===== src/rtl/key_updown_display.sv =====
// rtl/key_updown_display.sv - two-key debounced up/down hex counter with multiplexed 7-segment scan
// Optional build macro: KEY_AUTOREPEAT_EN enables hold-to-repeat on a single held key.
module key_updown_display #(
  parameter int CLK_HZ          = 12_000_000,
  parameter int DEBOUNCE_MS     = 20,
  parameter int SCAN_HZ         = 1000,
  parameter int DIGITS          = 2,
  parameter int REPEAT_DELAY_MS = 500,
  parameter int REPEAT_RATE_MS  = 100
) (
  input  logic                  clk,
  input  logic                  rst,
  input  logic                  key_up,
  input  logic                  key_down,
  output logic [4*DIGITS-1:0]   count,
  output logic [DIGITS-1:0]     digit_sel,
  output logic [8:0]            seg_led
);

  localparam int DB_CYCLES   = CLK_HZ / 1000 * DEBOUNCE_MS;
  localparam int SCAN_CYCLES = CLK_HZ / SCAN_HZ;
  localparam int DW          = $clog2(DB_CYCLES) + 1;
  localparam int PW          = (SCAN_CYCLES > 1) ? $clog2(SCAN_CYCLES) : 1;
  localparam int IW          = (DIGITS > 1) ? $clog2(DIGITS) : 1;

  localparam logic [DW-1:0] DB_LAST    = DW'(DB_CYCLES - 1);
  localparam logic [PW-1:0] PRESC_LAST = PW'(SCAN_CYCLES - 1);
  localparam logic [IW-1:0] IDX_LAST   = IW'(DIGITS - 1);

  // Repeat timing only matters when hold-to-repeat is built in; negative
  // values are meaningless in either build, so they fall into an empty block.
  if (REPEAT_DELAY_MS < 0 || REPEAT_RATE_MS < 0) begin : g_repeat_cfg_unused
  end

  // Key index 0 is up, index 1 is down throughout.
  logic [1:0]         sync1;
  logic [1:0]         sync2;
  logic [1:0]         db;
  logic [1:0]         db_q;
  logic [1:0][DW-1:0] dcnt;
  logic [1:0]         press_ev;
  logic [1:0]         fire;

  logic [4*DIGITS-1:0] count_next;
  logic [PW-1:0]       presc;
  logic [IW-1:0]       idx;
  logic [IW-1:0]       idx_next;
  logic                scan_tick;
  logic [3:0]          nibble;
  logic [DIGITS-1:0]   sel_next;

  function automatic logic [6:0] hex_font(input logic [3:0] v);
    logic [6:0] f;
    f = 7'h00;
    case (v)
      4'h0: f = 7'h3F;
      4'h1: f = 7'h06;
      4'h2: f = 7'h5B;
      4'h3: f = 7'h4F;
      4'h4: f = 7'h66;
      4'h5: f = 7'h6D;
      4'h6: f = 7'h7D;
      4'h7: f = 7'h07;
      4'h8: f = 7'h7F;
      4'h9: f = 7'h6F;
      4'hA: f = 7'h77;
      4'hB: f = 7'h7C;
      4'hC: f = 7'h39;
      4'hD: f = 7'h5E;
      4'hE: f = 7'h79;
      4'hF: f = 7'h71;
      default: f = 7'h00;
    endcase
    return f;
  endfunction

  // Two-flop synchroniser per key; idles released (high).
  always_ff @(posedge clk or posedge rst) begin
    if (rst) begin
      sync1 <= 2'b11;
      sync2 <= 2'b11;
    end else begin
      sync1 <= {key_down, key_up};
      sync2 <= sync1;
    end
  end

  // Debounce: accept a new level only after it has held for DB_CYCLES cycles.
  always_ff @(posedge clk or posedge rst) begin
    if (rst) begin
      db   <= 2'b11;
      db_q <= 2'b11;
      dcnt <= '0;
    end else begin
      db_q <= db;
      for (int k = 0; k < 2; k++) begin
        if (sync2[k] == db[k]) begin
          dcnt[k] <= '0;
        end else if (dcnt[k] == DB_LAST) begin
          db[k]   <= sync2[k];
          dcnt[k] <= '0;
        end else begin
          dcnt[k] <= dcnt[k] + 1'b1;
        end
      end
    end
  end

  assign press_ev = db_q & ~db;

`ifdef KEY_AUTOREPEAT_EN
  localparam logic [31:0] RD_CYCLES = 32'(CLK_HZ / 1000 * REPEAT_DELAY_MS);
  localparam logic [31:0] RR_CYCLES = 32'(CLK_HZ / 1000 * REPEAT_RATE_MS);

  logic [31:0] rcnt;
  logic        rphase;
  logic        one_held;
  logic        rep_hit;

  // rcnt counts cycles since the press event (or since the last repeat once
  // rphase is set); both keys held or both released restarts it.
  assign one_held = db[0] ^ db[1];
  assign rep_hit  = one_held && (rcnt == (rphase ? RR_CYCLES : RD_CYCLES));
  assign fire     = press_ev | ({2{rep_hit}} & ~db);

  // Repeat timer: initial delay first, then the fixed repeat interval.
  always_ff @(posedge clk or posedge rst) begin
    if (rst) begin
      rcnt   <= '0;
      rphase <= 1'b0;
    end else if (!one_held) begin
      rcnt   <= '0;
      rphase <= 1'b0;
    end else if (rep_hit) begin
      rcnt   <= 32'd1;
      rphase <= 1'b1;
    end else begin
      rcnt   <= rcnt + 32'd1;
    end
  end
`else
  assign fire = press_ev;
`endif

  // Up and down in the same cycle cancel; otherwise step with wraparound.
  always_comb begin
    count_next = count;
    case (fire)
      2'b01:   count_next = count + 1'b1;
      2'b10:   count_next = count - 1'b1;
      default: count_next = count;
    endcase
  end

  // Counter register.
  always_ff @(posedge clk or posedge rst) begin
    if (rst) begin
      count <= '0;
    end else begin
      count <= count_next;
    end
  end

  // Next scan digit: advance once per SCAN_CYCLES, wrapping at the last digit.
  always_comb begin
    scan_tick = (presc == PRESC_LAST);
    idx_next  = idx;
    if (scan_tick) begin
      idx_next = (idx == IDX_LAST) ? '0 : idx + 1'b1;
    end
    nibble   = 4'(count >> (4 * idx_next));
    sel_next = ~(DIGITS'(1) << idx_next);
  end

  // Scan state plus registered display outputs, so select and segments move together.
  always_ff @(posedge clk or posedge rst) begin
    if (rst) begin
      presc     <= '0;
      idx       <= '0;
      digit_sel <= ~DIGITS'(1);
      seg_led   <= 9'h03F;
    end else begin
      presc     <= scan_tick ? '0 : presc + 1'b1;
      idx       <= idx_next;
      digit_sel <= sel_next;
      seg_led   <= {2'b00, hex_font(nibble)};
    end
  end

endmodule


===== config.mk =====
export PLATFORM = sky130hd
export DESIGN_NAME = key_updown_display
export DESIGN_NICKNAME = d
export VERILOG_FILES = /design/src/rtl/key_updown_display.sv
export SDC_FILE = /design/constraint.sdc
export NUM_CORES = 1
export LEC_CHECK = 0
export CAP_MARGIN = 20
export CORE_MARGIN = 5
export CORE_UTILIZATION = 54
export DETAILED_ROUTE_END_ITERATION = 16
export GPL_TIMING_DRIVEN = 0
export PLACE_DENSITY = 0.76
export SYNTH_ARGS = -nofsm -noshare
export SYNTH_HDL_FRONTEND = slang
export SYNTH_SLANG_ARGS = --single-unit

===== constraint.sdc =====
create_clock -name clk -period 2.6 [get_ports clk]
set_input_delay 0.52 -clock clk [delete_from_list [all_inputs] [get_ports clk]]
set_output_delay 0.52 -clock clk [all_outputs]
set_load 0.01 [all_outputs]

# [Yosys cells after proc, flatten, opt, wreduce, memory -nomap -nowiden]
# Memories as Yosys holds them, arrays and structs flattened. A register that Yosys moved wholly into a read port is not among the register bits.
# Index checks and enable logic that the tools add are counted.
[word_totals] ff_bits=71 romBits=112 in_bits=4 elab_cells=43 memories=1
[op_classes] add_sub_neg=6 eq_ne=7 shifts=2 muxes=8 n_bitwise=5 reduce_logical=3
[memory_table] name="(no name shown)" depth=16 word_bits=7 rd=1 rd_ports_with_merged_regs=1 write_ports=0 line_no="55" rtl="case (v)"
[op_table] cell="$mux W19" n=4
[op_table] cell="$add A19 B1 Y19 const B" n=2
[op_table] cell="$eq A19 B18 Y1 const B" n=2
[op_table] cell="$pmux W8 S2" n=1
[op_table] cell="$add A14 B1 Y14 const B" n=1
[op_table] cell="$eq A14 B14 Y1 const B" n=1
[op_table] cell="$mux W14" n=1
[op_table] cell="$add A8 B1 Y8 const B" n=1
[op_table] cell="$shr A8 B3 Y4" n=1
[op_table] cell="$sub A8 B1 Y8 const B" n=1
[op_table] cell="$not A2 Y2" n=2
[op_table] cell="$reduce_and A2 Y1" n=2
[op_table] cell="$and A2 B2 Y2" n=1
[op_table] cell="$eq A1 B1 Y1" n=2
[op_table] cell="$eq A2 B1 Y1 const B" n=1
[op_table] cell="$eq A2 B2 Y1 const B" n=1
[op_table] cell="$mux W1" n=2
[op_table] cell="$not A1 Y1" n=2
[op_table] cell="$reduce_bool A2 Y1" n=1
[op_table] cell="$shl A1 B1 Y2 const A" n=1
[op_table] cell="$add A1 B1 Y1 const B" n=1

# [Depth between registers and ports, before layout]
[depth] word_depth=5 ltp_mapped=11

# [Least setup slack after synthesis]
# No wires, ideal clock.
[synth_path] path_kind="flip-flop to flip-flop" startpoint="register presc[0]" endpoint="register seg_led[6]" setup_time_ns=0.096 arrival_ns=2.529 t_required_ns=2.504 setup_slack_ns=-0.025 path_stages_with_launch=11 n_path_buf=1 cell_sequence="dfrtp_1 -> ha_1 -> and4b_1 -> and4_4 -> xnor2_4 -> buf_2 -> mux2i_1 -> inv_1 -> ha_1 -> and3_1 -> a311oi_2"
[synth_via] elab_chain_cells=3
[synth_rtl] item="start, declared" line_no="45" rtl="logic [PW-1:0] presc;"
[synth_rtl] item="start signal, assigned" line_no="183" rtl="presc <= scan_tick ? '0 : presc + 1'b1;"
[synth_rtl] item="$eq A14 B14 Y1" line_no="166" rtl="scan_tick = (presc == PRESC_LAST);"
[synth_rtl] item="$mux W1" line_no="168" rtl="if (scan_tick) begin"
[synth_rtl] item="$shr A8 B3 Y4" line_no="171" rtl="nibble = 4'(count >> (4 * idx_next));"
[synth_rtl] item="end, declared" line_no="17" rtl="output logic [8:0] seg_led"
# No other way between the ends.
# A chain may end at the register's enable or synchronous reset.

# [Final worst setup path]
[layout_path] startpoint="register presc[0]" endpoint="register seg_led[3]"
# Same word-level chain as after synthesis.

==> results.yml <==
outcome:
  outcome: "finished clean"
sta:
  timing.final.ws_setup_ns: 0.0800
  setup_viol: 0
  slew_viol_final: 0
  fmax_mhz: 397
  hold_viol_final: 0
  min_period_ns: 2.52
  fin_tns_setup_ns: 0
  tightest_slew_ns: 0.897
  finClkSkew_ns: 0.0106
  slew_headroom: 0.402
  timing.final.crit_share: 0.969
synth:
  ys_async_sr_fraction: 1.00
  yosys.area.top_type_share: 0.386
  synth_area_mm2: 0.00402
  synth.distinct_cells: 53
  synth_seq_cells: 77
  ys.flop_type: "dfrtp_1"
  avgSynthCellArea_um2: 10.1
  synth-edff-count: 0
  syn_inst: 399
  netlist_top_cells_area: "dfrtp_1 39%, dfstp_2 9.8%, xor2_1 7.6%"
  ys_warn_count: 0
  ys_seq_area_frac: 0.484
  post-synth-top-area-cell: "dfrtp_1"
cts:
  postCtsHoldBufs: 0
  insertion_delay_ns: 0.35
  cts_buffer_depth: 2
  htree_num_levels: 3
  cts_made_buffers: 9
  cts_sinks: 77
  cts_root_buffer: "clkbuf_8"
  cts.clk_slew.worst_paths_ns: 0.08
  cts_tree: "done"
finish:
  area_growth_pct: 14.7
  nets: 452
  final_cells: 539
  antenna_cells_inserted: 0
  layout.cells.most_common_list: "63 x nor2_1, 62 x dfrtp_1, 35 x xor2_1"
  final_common_cell: "nor2_1"
  drive_gt1_frac: 0.148
floorplanning:
  rows: 31
  start_util: 0.554
  dieArea_mm2: 0.00927
  die_y_um: 96.3
  fp.dieW_um: 96.3
  core-area_mm2: 0.00725
  pin_count: 23
detailed_routing:
  drt_iter0_drc: 80
  firstDrtPassIters: 4
  wl_per_cell_um: 12.8
  postRouteAntennaNets: 0
  viasPerCell: 5.30
  vias: 2856
  wirelength_um: 6880
  drc: 0
worst_setup_path:
  crit_arrival_ns: 2.79
  reg2reg_slack_ns: 0.08
  cp.required_ns: 2.87
  start_kind: "flop"
  worstSetupEndpointType: "flop"
  reg2regPathDepth: 9
  worstPathMaxFanout: 10
  criticalPathCategory: "reg2reg"
power:
  p_per_area_mw_per_mm2: 469
  p_leak_nw: 2.04
  vdd_drop_max_mv: 0.322
  fin_total_pwr_mw: 2.16
global_routing:
  grt_overflow_total: 0
  grt_pass1_vias: 2743
  grt_usage: 0.168
  grt_pass1_wl_um: 12100
  antenna_found_initial: 0
  grt_max_degree: 78
place:
  dpl_worst_slack_ns: -0.190
  dp_hpwl_um: 4750
  placed_cells: 519
  port_buffers: 20
  place_congestion: 0.820
hold_path:
  min_delay_path_depth: 0
  hold_path_class: "reg2reg"
run:
  drv_cap: 0
## registers in the layout (all words and copies together), names as in the netlist
register,count
sync2,2
digit_sel,2
presc,14
db,2
dcnt,38
sync1,2
count,8
db_q,2
seg_led,7
## cells by family after synthesis
family,count (synthesis),synth area share
xor+xnor,59,0.133
flops,77,0.484
fa+ha+maj,13,0.0404
compound gates,36,0.0625
other cells,1,0.000933
mux,12,0.0345
simple gates,171,0.211
buf+inv,30,0.0333
## cells in the mapped netlist, types with 5 or more instances
cell type	number
mux2i_1	5
nand2_1	25
nor3_1	10
xnor2_1	23
nand3_1	26
ha_1	13
xor2_1	35
clkbuf_1	10
inv_1	10
a21oi_1	7
buf_4	5
dfrtp_1	62
o21ai_0	7
nor2_1	63
and3_1	13
dfstp_2	15
## per-stage QoR
step / utilization / area [µm²] / hold slack (ns)
3_3_place_gp: 0.600 / 4360 / 0.347
2_1_floorplan: - / 4030 / 0.345
4_1_cts: 0.630 / 4570 / 0.360
3_5_place_dp: 0.601 / 4360 / 0.348
5_1_grt: 0.636 / 4610 / 0.369
6_report: 0.636 / 4610 / 0.359
## report_power, final
group          internal (mW)  switching (mW)  total (mW)
clock                  0.448           0.433       0.880
combinational         0.0183          0.0410      0.0593
sequential              1.21          0.0106        1.22
total                   1.68           0.484        2.16
## metal layers
layer  GRT usage  vias up  part of all wire
li1            -     1414                 -
met1       0.217     1392              0.48
met2       0.268       41              0.47
met3      0.0477        9             0.037
met4      0.0631        0             0.013
met5           0        -                 0
## repair_timing
item / CTS / global route
buffers inserted: 1 / 3
pin swaps: 1 / 2
cloned: 0 / 0
resized for setup: 5 / 7
endpoints found under the setup margin: 9 / 8
hold endpoints to repair: 0 / 0
## critical path: stages, from the launching register on
cell and delay, ns:
dfrtp_1 0.39, ha_2 0.23, and4b_1 0.21, and4_4 0.26
xnor2_4 0.13, buf_6 0.18, mux2_2 0.40, ha_1 0.29
nand2b_1 0.14, a32o_1 0.22
## area by class of cell
cell class	instances	area, µm²
Timing Repair Buffer	24	230
Buffer	20	106
Sequential cell	77	1950
Clock buffer	11	131
Fill cell	612	2640
Clock inverter	5	60.1
Inverter	10	40.0
Multi-Input combinational cell	293	1970
Tap cell	99	124
## final timing paths
| check | startpoint | to |
|---|---|---|
| min reg2reg | sync1[1] | sync2[1] |
| max | presc[0] | seg_led[3] |
| min | sync1[1] | sync2[1] |
| max in group asynchronous | rst | seg_led[6] |
| min in group asynchronous | rst | presc[1] |
| max reg2reg | presc[0] | seg_led[3] |
(Power assumes the default switching activity.)
